[src/rtl/rpc2_ctrl_axi_reg_if.sv]
// AXI4-Lite slave front-end for the RPC2 controller register block.
// Translates one AXI4-Lite transaction at a time into single-cycle register
// strobes (reg_wr_en / reg_rd_en) and returns the response. Register index is
// addr[6:2]; indices above MAX_REG_IDX answer SLVERR with no strobe.
module rpc2_ctrl_axi_reg_if #(
  parameter int unsigned MAX_REG_IDX = 19
) (
  input  logic        clk,
  input  logic        reset_n,
  // Write address channel
  input  logic [6:0]  s_axi_awaddr,
  input  logic        s_axi_awvalid,
  output logic        s_axi_awready,
  // Write data channel
  input  logic [31:0] s_axi_wdata,
  input  logic [3:0]  s_axi_wstrb,
  input  logic        s_axi_wvalid,
  output logic        s_axi_wready,
  // Write response channel
  output logic [1:0]  s_axi_bresp,
  output logic        s_axi_bvalid,
  input  logic        s_axi_bready,
  // Read address channel
  input  logic [6:0]  s_axi_araddr,
  input  logic        s_axi_arvalid,
  output logic        s_axi_arready,
  // Read data channel
  output logic [31:0] s_axi_rdata,
  output logic [1:0]  s_axi_rresp,
  output logic        s_axi_rvalid,
  input  logic        s_axi_rready,
  // Register block side
  output logic [4:0]  reg_addr,
  output logic [31:0] reg_din,
  output logic [3:0]  reg_wr_en,
  output logic        reg_rd_en,
  input  logic [31:0] reg_dout
);

  localparam logic [4:0] MaxIdx = 5'(MAX_REG_IDX);
  localparam logic [1:0] RespOkay   = 2'b00;
  localparam logic [1:0] RespSlvErr = 2'b10;

  typedef enum logic [2:0] {
    StIdle,
    StWrWait,
    StWrExec,
    StWrResp,
    StRdExec,
    StRdResp
  } state_e;

  state_e      state_q, state_d;
  logic        aw_done_q, aw_done_d;
  logic        w_done_q, w_done_d;
  logic [4:0]  aw_idx_q, aw_idx_d;
  logic [31:0] w_data_q, w_data_d;
  logic [3:0]  w_strb_q, w_strb_d;
  logic        err_q, err_d;
  // 1 when the most recently granted transaction was a write
  logic        last_wr_q, last_wr_d;
  logic [4:0]  reg_addr_q, reg_addr_d;
  logic [31:0] reg_din_q, reg_din_d;
  logic [3:0]  reg_wr_en_q, reg_wr_en_d;
  logic        reg_rd_en_q, reg_rd_en_d;

  logic        read_grant;
  logic        aw_hs, w_hs, ar_hs;
  logic [4:0]  ar_idx, aw_idx_eff;
  logic [31:0] w_data_eff;
  logic [3:0]  w_strb_eff;
  logic        ar_in_range, aw_in_range;

  // Byte-offset bits carry no information for 32-bit registers
  logic unused_addr_lsbs;
  assign unused_addr_lsbs = ^{s_axi_awaddr[1:0], s_axi_araddr[1:0]};

  // Arbitration and channel readies; held low while reset is asserted
  always_comb begin
    read_grant    = s_axi_arvalid & (~(s_axi_awvalid | s_axi_wvalid) | last_wr_q);
    s_axi_arready = reset_n & (state_q == StIdle) & read_grant;
    s_axi_awready = reset_n & (((state_q == StIdle) & ~read_grant) |
                               ((state_q == StWrWait) & ~aw_done_q));
    s_axi_wready  = reset_n & (((state_q == StIdle) & ~read_grant) |
                               ((state_q == StWrWait) & ~w_done_q));
    aw_hs = s_axi_awvalid & s_axi_awready;
    w_hs  = s_axi_wvalid & s_axi_wready;
    ar_hs = s_axi_arvalid & s_axi_arready;
  end

  // Operand selection: use captured AW/W if already taken, else the live bus
  always_comb begin
    ar_idx      = s_axi_araddr[6:2];
    aw_idx_eff  = aw_done_q ? aw_idx_q : s_axi_awaddr[6:2];
    w_data_eff  = w_done_q ? w_data_q : s_axi_wdata;
    w_strb_eff  = w_done_q ? w_strb_q : s_axi_wstrb;
    ar_in_range = (ar_idx <= MaxIdx);
    aw_in_range = (aw_idx_eff <= MaxIdx);
  end

  // Next-state and registered register-port values
  always_comb begin
    state_d     = state_q;
    aw_done_d   = aw_done_q;
    w_done_d    = w_done_q;
    aw_idx_d    = aw_idx_q;
    w_data_d    = w_data_q;
    w_strb_d    = w_strb_q;
    err_d       = err_q;
    last_wr_d   = last_wr_q;
    reg_addr_d  = reg_addr_q;
    reg_din_d   = reg_din_q;
    reg_wr_en_d = 4'h0;
    reg_rd_en_d = 1'b0;

    if (aw_hs) begin
      aw_idx_d = s_axi_awaddr[6:2];
    end
    if (w_hs) begin
      w_data_d = s_axi_wdata;
      w_strb_d = s_axi_wstrb;
    end

    unique case (state_q)
      StIdle, StWrWait: begin
        if (ar_hs) begin
          state_d     = StRdExec;
          last_wr_d   = 1'b0;
          reg_addr_d  = ar_idx;
          reg_rd_en_d = ar_in_range;
          err_d       = ~ar_in_range;
        end else if (aw_hs || w_hs) begin
          last_wr_d = 1'b1;
          if ((aw_done_q || aw_hs) && (w_done_q || w_hs)) begin
            state_d     = StWrExec;
            aw_done_d   = 1'b0;
            w_done_d    = 1'b0;
            reg_addr_d  = aw_idx_eff;
            reg_din_d   = w_data_eff;
            reg_wr_en_d = aw_in_range ? w_strb_eff : 4'h0;
            err_d       = ~aw_in_range;
          end else begin
            state_d   = StWrWait;
            aw_done_d = aw_done_q | aw_hs;
            w_done_d  = w_done_q | w_hs;
          end
        end
      end
      StWrExec: state_d = StWrResp;
      StWrResp: begin
        if (s_axi_bready) begin
          state_d = StIdle;
        end
      end
      StRdExec: state_d = StRdResp;
      StRdResp: begin
        if (s_axi_rready) begin
          state_d = StIdle;
        end
      end
      default: state_d = StIdle;
    endcase
  end

  // State and register-port registers; reset abandons any transaction
  always_ff @(posedge clk or negedge reset_n) begin
    if (!reset_n) begin
      state_q     <= StIdle;
      aw_done_q   <= 1'b0;
      w_done_q    <= 1'b0;
      aw_idx_q    <= '0;
      w_data_q    <= '0;
      w_strb_q    <= '0;
      err_q       <= 1'b0;
      last_wr_q   <= 1'b1;
      reg_addr_q  <= '0;
      reg_din_q   <= '0;
      reg_wr_en_q <= '0;
      reg_rd_en_q <= 1'b0;
    end else begin
      state_q     <= state_d;
      aw_done_q   <= aw_done_d;
      w_done_q    <= w_done_d;
      aw_idx_q    <= aw_idx_d;
      w_data_q    <= w_data_d;
      w_strb_q    <= w_strb_d;
      err_q       <= err_d;
      last_wr_q   <= last_wr_d;
      reg_addr_q  <= reg_addr_d;
      reg_din_q   <= reg_din_d;
      reg_wr_en_q <= reg_wr_en_d;
      reg_rd_en_q <= reg_rd_en_d;
    end
  end

  // Response channels decode straight from the state register. rdata passes
  // reg_dout through, which the register block holds until the next read.
  always_comb begin
    s_axi_bvalid = (state_q == StWrResp);
    s_axi_bresp  = (s_axi_bvalid && err_q) ? RespSlvErr : RespOkay;
    s_axi_rvalid = (state_q == StRdResp);
    s_axi_rresp  = (s_axi_rvalid && err_q) ? RespSlvErr : RespOkay;
    s_axi_rdata  = (s_axi_rvalid && !err_q) ? reg_dout : 32'h0;
  end

  assign reg_addr  = reg_addr_q;
  assign reg_din   = reg_din_q;
  assign reg_wr_en = reg_wr_en_q;
  assign reg_rd_en = reg_rd_en_q;

endmodule

[config.mk]
export PLATFORM = sky130hd
export DESIGN_NAME = rpc2_ctrl_axi_reg_if
export DESIGN_NICKNAME = d
export VERILOG_FILES = /design/src/rtl/rpc2_ctrl_axi_reg_if.sv
export SDC_FILE = /design/constraint.sdc
export NUM_CORES = 1
export LEC_CHECK = 0
export BUFFER_PORTS_ARGS = -buffer_cell sky130_fd_sc_hd__buf_4
export CAP_MARGIN = 20
export CORE_MARGIN = 2
export CORE_UTILIZATION = 49
export DETAILED_ROUTE_END_ITERATION = 12
export MAX_ROUTING_LAYER = met4
export PLACE_DENSITY = 0.87
export SYNTH_ARGS = -nofsm -noshare
export SYNTH_HDL_FRONTEND = slang
export SYNTH_SLANG_ARGS = --single-unit
[constraint.sdc]
create_clock -name clk -period 2.2 [get_ports clk]
set_clock_uncertainty 0.1 [all_clocks]
set_input_delay 0 -clock clk [delete_from_list [all_inputs] [get_ports clk]]
set_output_delay 0 -clock clk [all_outputs]
set_load 0.01 [all_outputs]
==> results.json <==
{
  "period_minus_slack_ps": 2040,
  "htree_levels": 3,
  "numCtsBuffers": 9,
  "wl_um": 12100,
  "relSlewSlack": 0.545,
  "overflow": 0,
  "fin_tns_setup_ps": 0,
  "reg2regPathDepth": 6,
  "grt_max_degree": 56,
  "worstReg2RegEnd": "err_q",
  "grt_antenna_before_repair": 1,
  "hold_depth": 4,
  "firstDrtPassIters": 4,
  "drv_cap": 0,
  "antenna_left": 0,
  "final_cell_area_mm2": 0.00630,
  "clk_pin_slew_ps": 90,
  "ir_drop_mv": 0.740,
  "fmax_ghz": 0.491,
  "grt_pass1_vias": 4081,
  "place_inst": 706,
  "vias": 3994,
  "io-pin-count": 172,
  "tightestPinTransition_ps": 682,
  "p_total_mw": 6.95,
  "rr_startpoint": "state_q[0]",
  "hp-class": "input pin to flop",
  "cts_sinks": 90,
  "synth_edf_count": 0,
  "cts_root_buffer": "clkbuf_8",
  "ys.flop_type": "dfrtp_1",
  "ys_seq_area_frac": 0.527,
  "avgSynthCellArea_um2": 9.51,
  "clk_latency_ps": 350,
  "clk_path_buf_depth": 2,
  "synth_area_leaders": "dfrtp_1 (52%), nand2_1 (10%), mux2i_1 (8.4%), and2_1 (5.3%), a21oi_1 (4.6%)",
  "cts_tree": "built",
  "nNetsFinal": 749,
  "postCtsSetupBuffers": 0,
  "dieArea_mm2": 0.00949,
  "crit_end": "err_q",
  "period_share": 0.925,
  "rsz0062_at_grt": "no",
  "fin_worst_hold_slack_ps": 33.9,
  "dieHeight_um": 97.4,
  "track_usage": 0.269,
  "grt_first_pass_wirelength_um": 20000,
  "drc": 0,
  "hpwl_um": 8010,
  "synth_area_leader_cell": "dfrtp_1",
  "worstPathRequired_ps": 2340,
  "drt-vias-per-instance": 5.16,
  "setup_slack_ps": 164,
  "routedWlPerCell_um": 15.6,
  "hold_viol_final": 0,
  "fillers": 606,
  "start_kind": "flop",
  "endpoint_kind": "flop",
  "status": "finished clean",
  "gp_congestion": 0.838,
  "coreArea_mm2": 0.00859,
  "dpl_cell_area_mm2": 0.00562,
  "yosys_warnings": 0,
  "reg2reg_slack_ps": 160,
  "pwr_density_cell_mw_per_mm2": 1100,
  "synthCells": 450,
  "port_buffers": 165,
  "layout-drive-gt1-share": 0.323,
  "place_ws_ps": 171,
  "final_util": 0.733,
  "start_util": 0.498,
  "maxSlewViolCount": 0,
  "layout.cells.non_filler": 774,
  "area_growth_pct": 47.3,
  "synth_top_area_frac": 0.521,
  "setup.worst_path.class": "flop to flop",
  "netlist_area_mm2": 0.00428,
  "num_rows": 34,
  "drt-initial-drc-count": 179,
  "finalSetupViolations": 0,
  "critPathLaunch": "state_q[0]",
  "leakage_nw": 3.12,
  "ys_types": 41,
  "fp.dieW_um": 97.4,
  "path_max_fanout": 55,
  "synth.ff_latch_count": 90,
  "cp.arrival_ps": 2180,
  "synthArstFlopShare": 1.00
}
==> logic make-up after synthesis <==
group	after synthesis	share of synthesized area
buf+inv	36	0.0433
flops	90	0.527
mux	46	0.111
other cells	1	0.000877
simple gates	212	0.222
compound gates	65	0.0968
==> sequential cells by signal, summed over array words and instances (netlist names) <==
register	flops
aw_idx_q	5
w_strb_q	4
reg_rd_en	1
reg_din	32
w_data_q	32
err_q	1
state_q	3
reg_addr	5
w_done_q	1
reg_wr_en	4
aw_done_q	1
last_wr_q	1
==> cell type report <==
cell class | count | area [µm²] | area share
Inverter | 6 | 22.5 | 0.00357
Timing Repair Buffer | 228 | 1850 | 0.294
Clock buffer | 9 | 124 | 0.0197
Tap cell | 108 | 135 | 0.0214
Multi-Input combinational cell | 325 | 1870 | 0.296
Clock inverter | 7 | 45.0 | 0.00715
Sequential cell | 90 | 2250 | 0.358
Antenna cell | 1 | 2.50 | 0.000397
==> worst min-delay path by stage <==
stage	from	endpoint	slack [ps]
5_1_grt	s_axi_wvalid	state_q[0]	50
6_report	s_axi_wvalid	state_q[0]	30
4_1_cts	s_axi_wvalid	state_q[0]	20
3_3_place_gp	reset_n	aw_idx_q[1]	40
3_5_place_dp	reset_n	aw_idx_q[1]	50
2_1_floorplan	reset_n	aw_done_q	-400
==> where the power goes <==
group	internal (mW)	total [mW]	switching (mW)
combinational	1.49	3.04	1.55
sequential	2.42	2.90	0.477
clock	0.409	1.01	0.599
==> timing repair <==
item | 4_1_cts | 5_1_grt
gates resized for setup | 0 | 0
hold buffers | 51 | 0
hold endpoints to repair | 130 | 0
==> layer usage <==
layer  up-vias  global-route usage  wire [µm]
met1      1882               0.307       4560
met4         0              0.0940        210
li1       1908                   -          -
met3        15              0.0489        809
met5         -                   -          0
met2       189               0.475       6500
==> synth_stat cells, drive strengths merged, types with 2 or more instances <==
master,n
nand2,116
dfrtp,89
nor2,43
a21oi,39
and2,36
mux2i,36
buf,19
clkbuf,11
mux2,10
nor3b,7
inv,6
a221o,5
o21ai,5
a211oi,3
a31o,2
a31oi,2
and3,2
nand3,2
o211ai,2
o22ai,2
==> critical path, stage by stage, from the launching register on <==
cell and delay [ps]:
dfrtp_1 430, nand2b_1 270, o21ai_2 160, a31oi_4 210, buf_12 260, o211ai_1 250
a31o_1 240
==> cell usage in the layout, fill, tap and decap left out, drive strengths merged, types with 2 or more instances in the layout <==
master / instances
buf: 177
nand2: 116
dfrtp: 89
dlygate4sd3: 51
nor2: 43
a21oi: 39
and2: 36
mux2i: 36
mux2: 10
clkbuf: 9
nor3b: 7
inv: 7
a221o: 5
o21ai: 5
clkinv: 5
a211oi: 3
o211ai: 2
nand3: 2
and3: 2
o22ai: 2
conb: 2
a31oi: 2
a31o: 2
Power figures use the tool's default switching activity.
